--- src/rtl/duty_ramp_pkg.sv ---
// Shared definitions for the duty_ramp slew-rate limiter:
// duty width and the controller state encoding.
package duty_ramp_pkg;

  localparam int DUTY_W = 10;

  typedef enum logic [2:0] {
    ST_IDLE,
    ST_RAMP,
    ST_HOLD,
    ST_STOP,
    ST_FAULT
  } state_e;

endpackage

--- src/rtl/edge_rise.sv ---
// Rising-edge detector for the PWM tick. The input is sampled once and
// compared against the previous sample, so the one-cycle rise pulse
// appears the cycle after the input is first seen high.
module edge_rise (
  input  logic clk,
  input  logic rst_n,
  input  logic sig,
  output logic rise
);

  logic sample_q, sample_d;
  logic prev_q, prev_d;

  // Next values: shift the sampled input through a two-stage history
  always_comb begin
    sample_d = sig;
    prev_d   = sample_q;
  end

  // History registers, cleared so no spurious edge follows reset
  always_ff @(posedge clk or negedge rst_n) begin
    if (!rst_n) begin
      sample_q <= 1'b0;
      prev_q   <= 1'b0;
    end else begin
      sample_q <= sample_d;
      prev_q   <= prev_d;
    end
  end

  assign rise = sample_q & ~prev_q;

endmodule

--- src/rtl/duty_ramp.sv ---
// Duty-cycle slew limiter: moves the registered duty d toward a goal by at
// most STEP per PWM period, with soft stop when en drops.
// Optional watchdog enabled by defining DUTY_RAMP_WATCHDOG_EN.
module duty_ramp
  import duty_ramp_pkg::*;
#(
  parameter int STEP        = 1,
  parameter int DMAX        = 100,
  parameter int WDOG_CYCLES = 256
) (
  input  logic              clk,
  input  logic              rst_n,
  input  logic              en,
  input  logic [DUTY_W-1:0] target,
  input  logic              tick,
  output logic [DUTY_W-1:0] d,
  output logic              ramping,
  output logic              at_target,
  output logic              fault
);

  localparam logic [DUTY_W-1:0] DMAX_V = DUTY_W'(DMAX);
  localparam logic [DUTY_W:0]   STEP_X = (DUTY_W + 1)'(STEP);

  state_e            state_q, state_d;
  logic [DUTY_W-1:0] d_q, d_d;
  logic [DUTY_W-1:0] goal;
  logic [DUTY_W-1:0] d_stepped;
  logic [DUTY_W:0]   goal_x, d_x, diff_x;
  logic              step_evt;
  logic              wdog_expired;

  edge_rise u_edge_rise (
    .clk   (clk),
    .rst_n (rst_n),
    .sig   (tick),
    .rise  (step_evt)
  );

  // Goal is the clamped target while running, zero when stopping
  always_comb begin
    goal = '0;
    if (en) begin
      goal = (target > DMAX_V) ? DMAX_V : target;
    end
  end

  // One bounded step toward the goal, in 11 bits so it can never wrap
  always_comb begin
    goal_x    = {1'b0, goal};
    d_x       = {1'b0, d_q};
    diff_x    = '0;
    d_stepped = d_q;
    if (goal_x >= d_x) begin
      diff_x = goal_x - d_x;
      if (diff_x <= STEP_X) begin
        d_stepped = goal;
      end else begin
        d_stepped = DUTY_W'(d_x + STEP_X);
      end
    end else begin
      diff_x = d_x - goal_x;
      if (diff_x <= STEP_X) begin
        d_stepped = goal;
      end else begin
        d_stepped = DUTY_W'(d_x - STEP_X);
      end
    end
  end

`ifdef DUTY_RAMP_WATCHDOG_EN
  localparam int WDOG_W = (WDOG_CYCLES > 1) ? $clog2(WDOG_CYCLES) : 1;

  logic [WDOG_W-1:0] wdog_q, wdog_d;
  logic              wdog_active;

  // Count cycles without a step event while active; expire on the last one
  always_comb begin
    wdog_active  = (state_q == ST_RAMP) || (state_q == ST_HOLD) ||
                   (state_q == ST_STOP);
    wdog_d       = '0;
    wdog_expired = 1'b0;
    if (wdog_active && !step_evt) begin
      if (wdog_q == WDOG_W'(WDOG_CYCLES - 1)) begin
        wdog_expired = 1'b1;
      end else begin
        wdog_d = wdog_q + 1'b1;
      end
    end
  end

  // Watchdog counter register
  always_ff @(posedge clk or negedge rst_n) begin
    if (!rst_n) begin
      wdog_q <= '0;
    end else begin
      wdog_q <= wdog_d;
    end
  end

  assign fault = (state_q == ST_FAULT);
`else
  assign wdog_expired = 1'b0;
  assign fault        = 1'b0;
`endif

  // Next state and next duty; en is used directly so a stop request and a
  // step event in the same cycle already steps toward zero
  always_comb begin
    state_d = state_q;
    d_d     = d_q;
    unique case (state_q)
      ST_IDLE: begin
        d_d = '0;
        if (en) begin
          state_d = (goal != '0) ? ST_RAMP : ST_HOLD;
        end
      end
      ST_RAMP: begin
        if (step_evt) begin
          d_d = d_stepped;
        end
        if (!en) begin
          state_d = ST_STOP;
        end else if (step_evt && (d_stepped == goal)) begin
          state_d = ST_HOLD;
        end
      end
      ST_HOLD: begin
        if (step_evt) begin
          d_d = d_stepped;
        end
        if (!en) begin
          state_d = ST_STOP;
        end else if (goal != d_q) begin
          state_d = ST_RAMP;
        end
      end
      ST_STOP: begin
        if (step_evt) begin
          d_d = d_stepped;
        end
        if (en) begin
          state_d = ST_RAMP;
        end else if (d_d == '0) begin
          state_d = ST_IDLE;
        end
      end
      ST_FAULT: begin
        d_d = '0;
        if (!en) begin
          state_d = ST_IDLE;
        end
      end
      default: begin
        state_d = ST_IDLE;
        d_d     = '0;
      end
    endcase
    if (wdog_expired) begin
      state_d = ST_FAULT;
      d_d     = '0;
    end
  end

  // State and duty registers; reset drops the duty at once, no soft stop
  always_ff @(posedge clk or negedge rst_n) begin
    if (!rst_n) begin
      state_q <= ST_IDLE;
      d_q     <= '0;
    end else begin
      state_q <= state_d;
      d_q     <= d_d;
    end
  end

  assign d         = d_q;
  assign ramping   = (state_q == ST_RAMP) || (state_q == ST_STOP);
  assign at_target = (state_q == ST_HOLD);

endmodule

--- config.mk ---
export PLATFORM = sky130hd
export DESIGN_NAME = duty_ramp
export DESIGN_NICKNAME = d
export VERILOG_FILES = /design/src/rtl/duty_ramp_pkg.sv /design/src/rtl/edge_rise.sv /design/src/rtl/duty_ramp.sv
export SDC_FILE = /design/constraint.sdc
export NUM_CORES = 1
export LEC_CHECK = 0
export ABC_AREA = 1
export ABC_CLOCK_PERIOD_IN_PS = 8500
export CELL_PAD_IN_SITES_DETAIL_PLACEMENT = 2
export CELL_PAD_IN_SITES_GLOBAL_PLACEMENT = 2
export CORE_MARGIN = 3
export CORE_UTILIZATION = 32
export DETAILED_ROUTE_END_ITERATION = 7
export PLACE_DENSITY = 0.95
export SLEW_MARGIN = 20
export SYNTH_ARGS = -nofsm -noshare
export SYNTH_HDL_FRONTEND = slang
export SYNTH_HIERARCHICAL = 1
export SYNTH_SLANG_ARGS = --single-unit
--- constraint.sdc ---
create_clock -name clk -period 8.5 [get_ports clk]
set_clock_uncertainty 0.2 [all_clocks]
set_input_delay 1.7 -clock clk [delete_from_list [all_inputs] [get_ports clk]]
set_output_delay 1.7 -clock clk [all_outputs]
set_load 0.005 [all_outputs]
==> flow_metrics.env <==
export IMPL_worstReg2RegStart="d[2]$_DFF_PN0_"
export IMPL_fp_dieW_microns=102
export IMPL_synthCells=541
export IMPL_initialDrtViolationCount=174
export IMPL_grt_ovfl_total=0
export IMPL_setup_viol=0
export IMPL_n_antenna_cell=0
export IMPL_clockBufferDepth=2
export IMPL_port_buffers=25
export IMPL_worstPathRequired_ns=8.44
export IMPL_clock_sinks=14
export IMPL_dp_hpwl_microns=10400
export IMPL_worst_slew_pin_slew_ns=0.899
export IMPL_status="completed"
export IMPL_dp_cells=666
export IMPL_rows=34
export IMPL_die_y_microns=102
export IMPL_grt_first_pass_wirelength_microns=20600
export IMPL_place_congestion=0.982
export IMPL_ant_nets=0
export IMPL_track_usage=0.254
export IMPL_ys_warn_count=6
export IMPL_htree_levels=1
export IMPL_final_cells=670
export IMPL_synth_compound_area_frac=0.0390
export IMPL_design_area_sq_um=3310
export IMPL_antenna_found_initial=0
export IMPL_cpPeakStageDelay_ns=0.57
export IMPL_synth_avg_cell_area_sq_um=5.40
export IMPL_cp_start_kind="input port"
export IMPL_fillCellCount=1153
export IMPL_min_path_cells=0
export IMPL_slew_viol_final=0
export IMPL_synth_top_family_by_area="simple AND/OR/NAND/NOR gates"
export IMPL_cts_tree="done"
export IMPL_p_total_mw=1.17
export IMPL_num_nets_final=602
export IMPL_arrival_ns=6.95
export IMPL_clock_root_buffer="clkbuf_8"
export IMPL_syn_to_final_growth_pct=13.2
export IMPL_boundaryPins=27
export IMPL_pre_cts_slack_ns=1.26
export IMPL_grt_max_degree=15
export IMPL_place_area_sq_um=3250
export IMPL_cts_hold_buf=0
export IMPL_avgRoutedWirePerCell_microns=19.1
export IMPL_powerDensity_nw_per_um2=352
export IMPL_holdCritStartpoint="u_edge_rise/prev_d$_DFF_PN0_"
export IMPL_initial_utilization=0.332
export IMPL_r2r_end="state_q[1]$_DFFE_PN0P_"
export IMPL_yosys_cell_types_count=29
export IMPL_synth_mux_area_fraction=0
export IMPL_hold_end="u_edge_rise/prev_q$_DFF_PN0_"
export IMPL_post_cts_buffers=0
export IMPL_vdd_drop_max_v=0.000166
export IMPL_post_cts_resized=0
export IMPL_cp_end_kind="register"
export IMPL_routed_wl_microns=12800
export IMPL_grt_pass1_vias=3962
export IMPL_p_leak_nw=1.86
export IMPL_post_route_drc_count=0
export IMPL_cap_violations=0
export IMPL_cp_slowest_cell="nor2_1"
export IMPL_vias=3610
export IMPL_cp_num_buf_inv=2
export IMPL_fin_ws_ns=1.49
export IMPL_crit_type="input port to register"
export IMPL_min_period_ns=7.01
export IMPL_die_area_sq_um=10300
export IMPL_netlist_area_sq_um=2920
export IMPL_period_share=0.825
export IMPL_drive_gt1_frac=0.0320
export IMPL_core_sq_um=8810
export IMPL_clk_pin_slew_ns=0.06
export IMPL_yosys_area_share_simple=0.537
export IMPL_fmax_mhz=143
export IMPL_crit_top_cell="nand2_1"
export IMPL_setup_tns_ns=0
export IMPL_synthAdderAreaFrac=0.112
export IMPL_critPathTopFamily="simple AND/OR/NAND/NOR gates"
export IMPL_rsz0062_at_grt="false"
export IMPL_dr_pass1_iters=4
export IMPL_synthXorXnorAreaFrac=0.0480
export IMPL_r2r_slack_ns=3.77
export IMPL_cts_buffers=3
export IMPL_slew_headroom=0.398
export IMPL_clk_latency_ns=0.25
export IMPL_ys_seq_area_frac=0.120
export IMPL_routed_via_density=5.39
export IMPL_cp_max_fo=13
export IMPL_hold_viol=0
export IMPL_r2r_cells=26
export IMPL_hp_class="register to register"
export IMPL_synth_seq_cells=14
-- sequential cells by signal, summed over array words and instances, names as in the netlist --
| name | flops |
|---|---|
| state_q | 2 |
| d | 10 |
| u_edge_rise/prev_d | 1 |
| u_edge_rise/prev_q | 1 |
-- metrics by stage --
stage / util / hold slack, ns
floorplan: - / 0.154
global placement: 0.369 / 0.163
detailed placement: 0.369 / 0.169
CTS: 0.375 / 0.183
global route: 0.376 / 0.193
finish: 0.376 / 0.182
-- report_power, final --
group          internal [mW]  switching, mW
Combinational          0.309          0.633
Sequential            0.0926         0.0628
Clock                 0.0411         0.0260
-- logic make-up (layout without fill, tap and decap cells) --
kind of cell	Yosys count	after routing
flip-flops	14	14
adder cells (fa/ha/maj)	25	25
AND/OR/NAND/NOR	361	361
buffers and inverters	101	117
XOR/XNOR	16	16
other	2	7
AO/OA/AOI/OAI	22	22
-- layout by cell type, fill, tap and decap left out, types with 2 or more instances in the layout --
cell type          n
a21oi_1           12
a21oi_2            2
clkbuf_8           4
clkdlybuf4s50_1   25
clkinv_1           2
conb_1             7
dfrtp_1           14
fa_1               2
ha_1              23
inv_1             84
nand2_1          188
nand3_1          102
nand4_1           11
nor2_1            39
nor2_2             6
nor2_4             2
nor3_1             7
nor4_1             2
o21ai_0            6
o21ai_1            2
xor2_1            16
-- routing by layer --
metal,wire length (microns),vias to the layer above,track usage,part of all wire
li1,-,1738,-,-
met1,5550,1781,0.320,0.43
met2,6560,72,0.464,0.51
met3,394,19,0.0172,0.031
met4,278,0,0.0716,0.022
met5,0,-,0,0
-- how the worst max path moves through the flow --
stage          startpoint                     end  cells past startpoint
4_1_cts         target[0]  state_q[1]$_DFFE_PN0P_                     30
3_3_place_gp    target[0]  state_q[0]$_DFFE_PN0P_                     30
2_1_floorplan   target[0]  state_q[1]$_DFFE_PN0P_                     29
3_5_place_dp    target[0]  state_q[1]$_DFFE_PN0P_                     30
5_1_grt         target[1]  state_q[0]$_DFFE_PN0P_                     32
6_report        target[0]  state_q[1]$_DFFE_PN0P_                     32
-- cell type report --
type | instances | area [sq um] | share of cell area
Tap cell | 108 | 135 | 0.0409
Inverter | 87 | 327 | 0.0988
Sequential cell | 14 | 350 | 0.106
Timing Repair Buffer | 26 | 258 | 0.0779
Multi-Input combinational cell | 431 | 2180 | 0.660
Clock buffer | 4 | 55.1 | 0.0166
-- cells in the mapped netlist --
library cell	n	share of area
nand2_4	1	0.0039
clkbuf_1	3	0.0039
buf_1	1	0.0013
xor2_1	16	0.048
o21ai_0	6	0.010
nand3_1	102	0.17
nor3_1	7	0.012
buf_2	5	0.0086
a21oi_1	13	0.022
nand3b_1	1	0.0026
o21ai_1	2	0.0034
nor2_4	2	0.0077
nand4_1	11	0.024
nand2_2	1	0.0021
a21oi_2	1	0.0030
nor2_1	39	0.050
inv_1	84	0.11
fa_1	2	0.014
dfrtp_1	14	0.12
buf_6	2	0.0077
nor2_2	6	0.013
inv_2	1	0.0013
ha_1	23	0.099
nand2_1	188	0.24
clkinv_1	2	0.0026
buf_4	3	0.0077
conb_1	2	0.0026
and2_1	1	0.0021
nor4_1	2	0.0043
No activity file was read; power rests on OpenSTA's default activity.
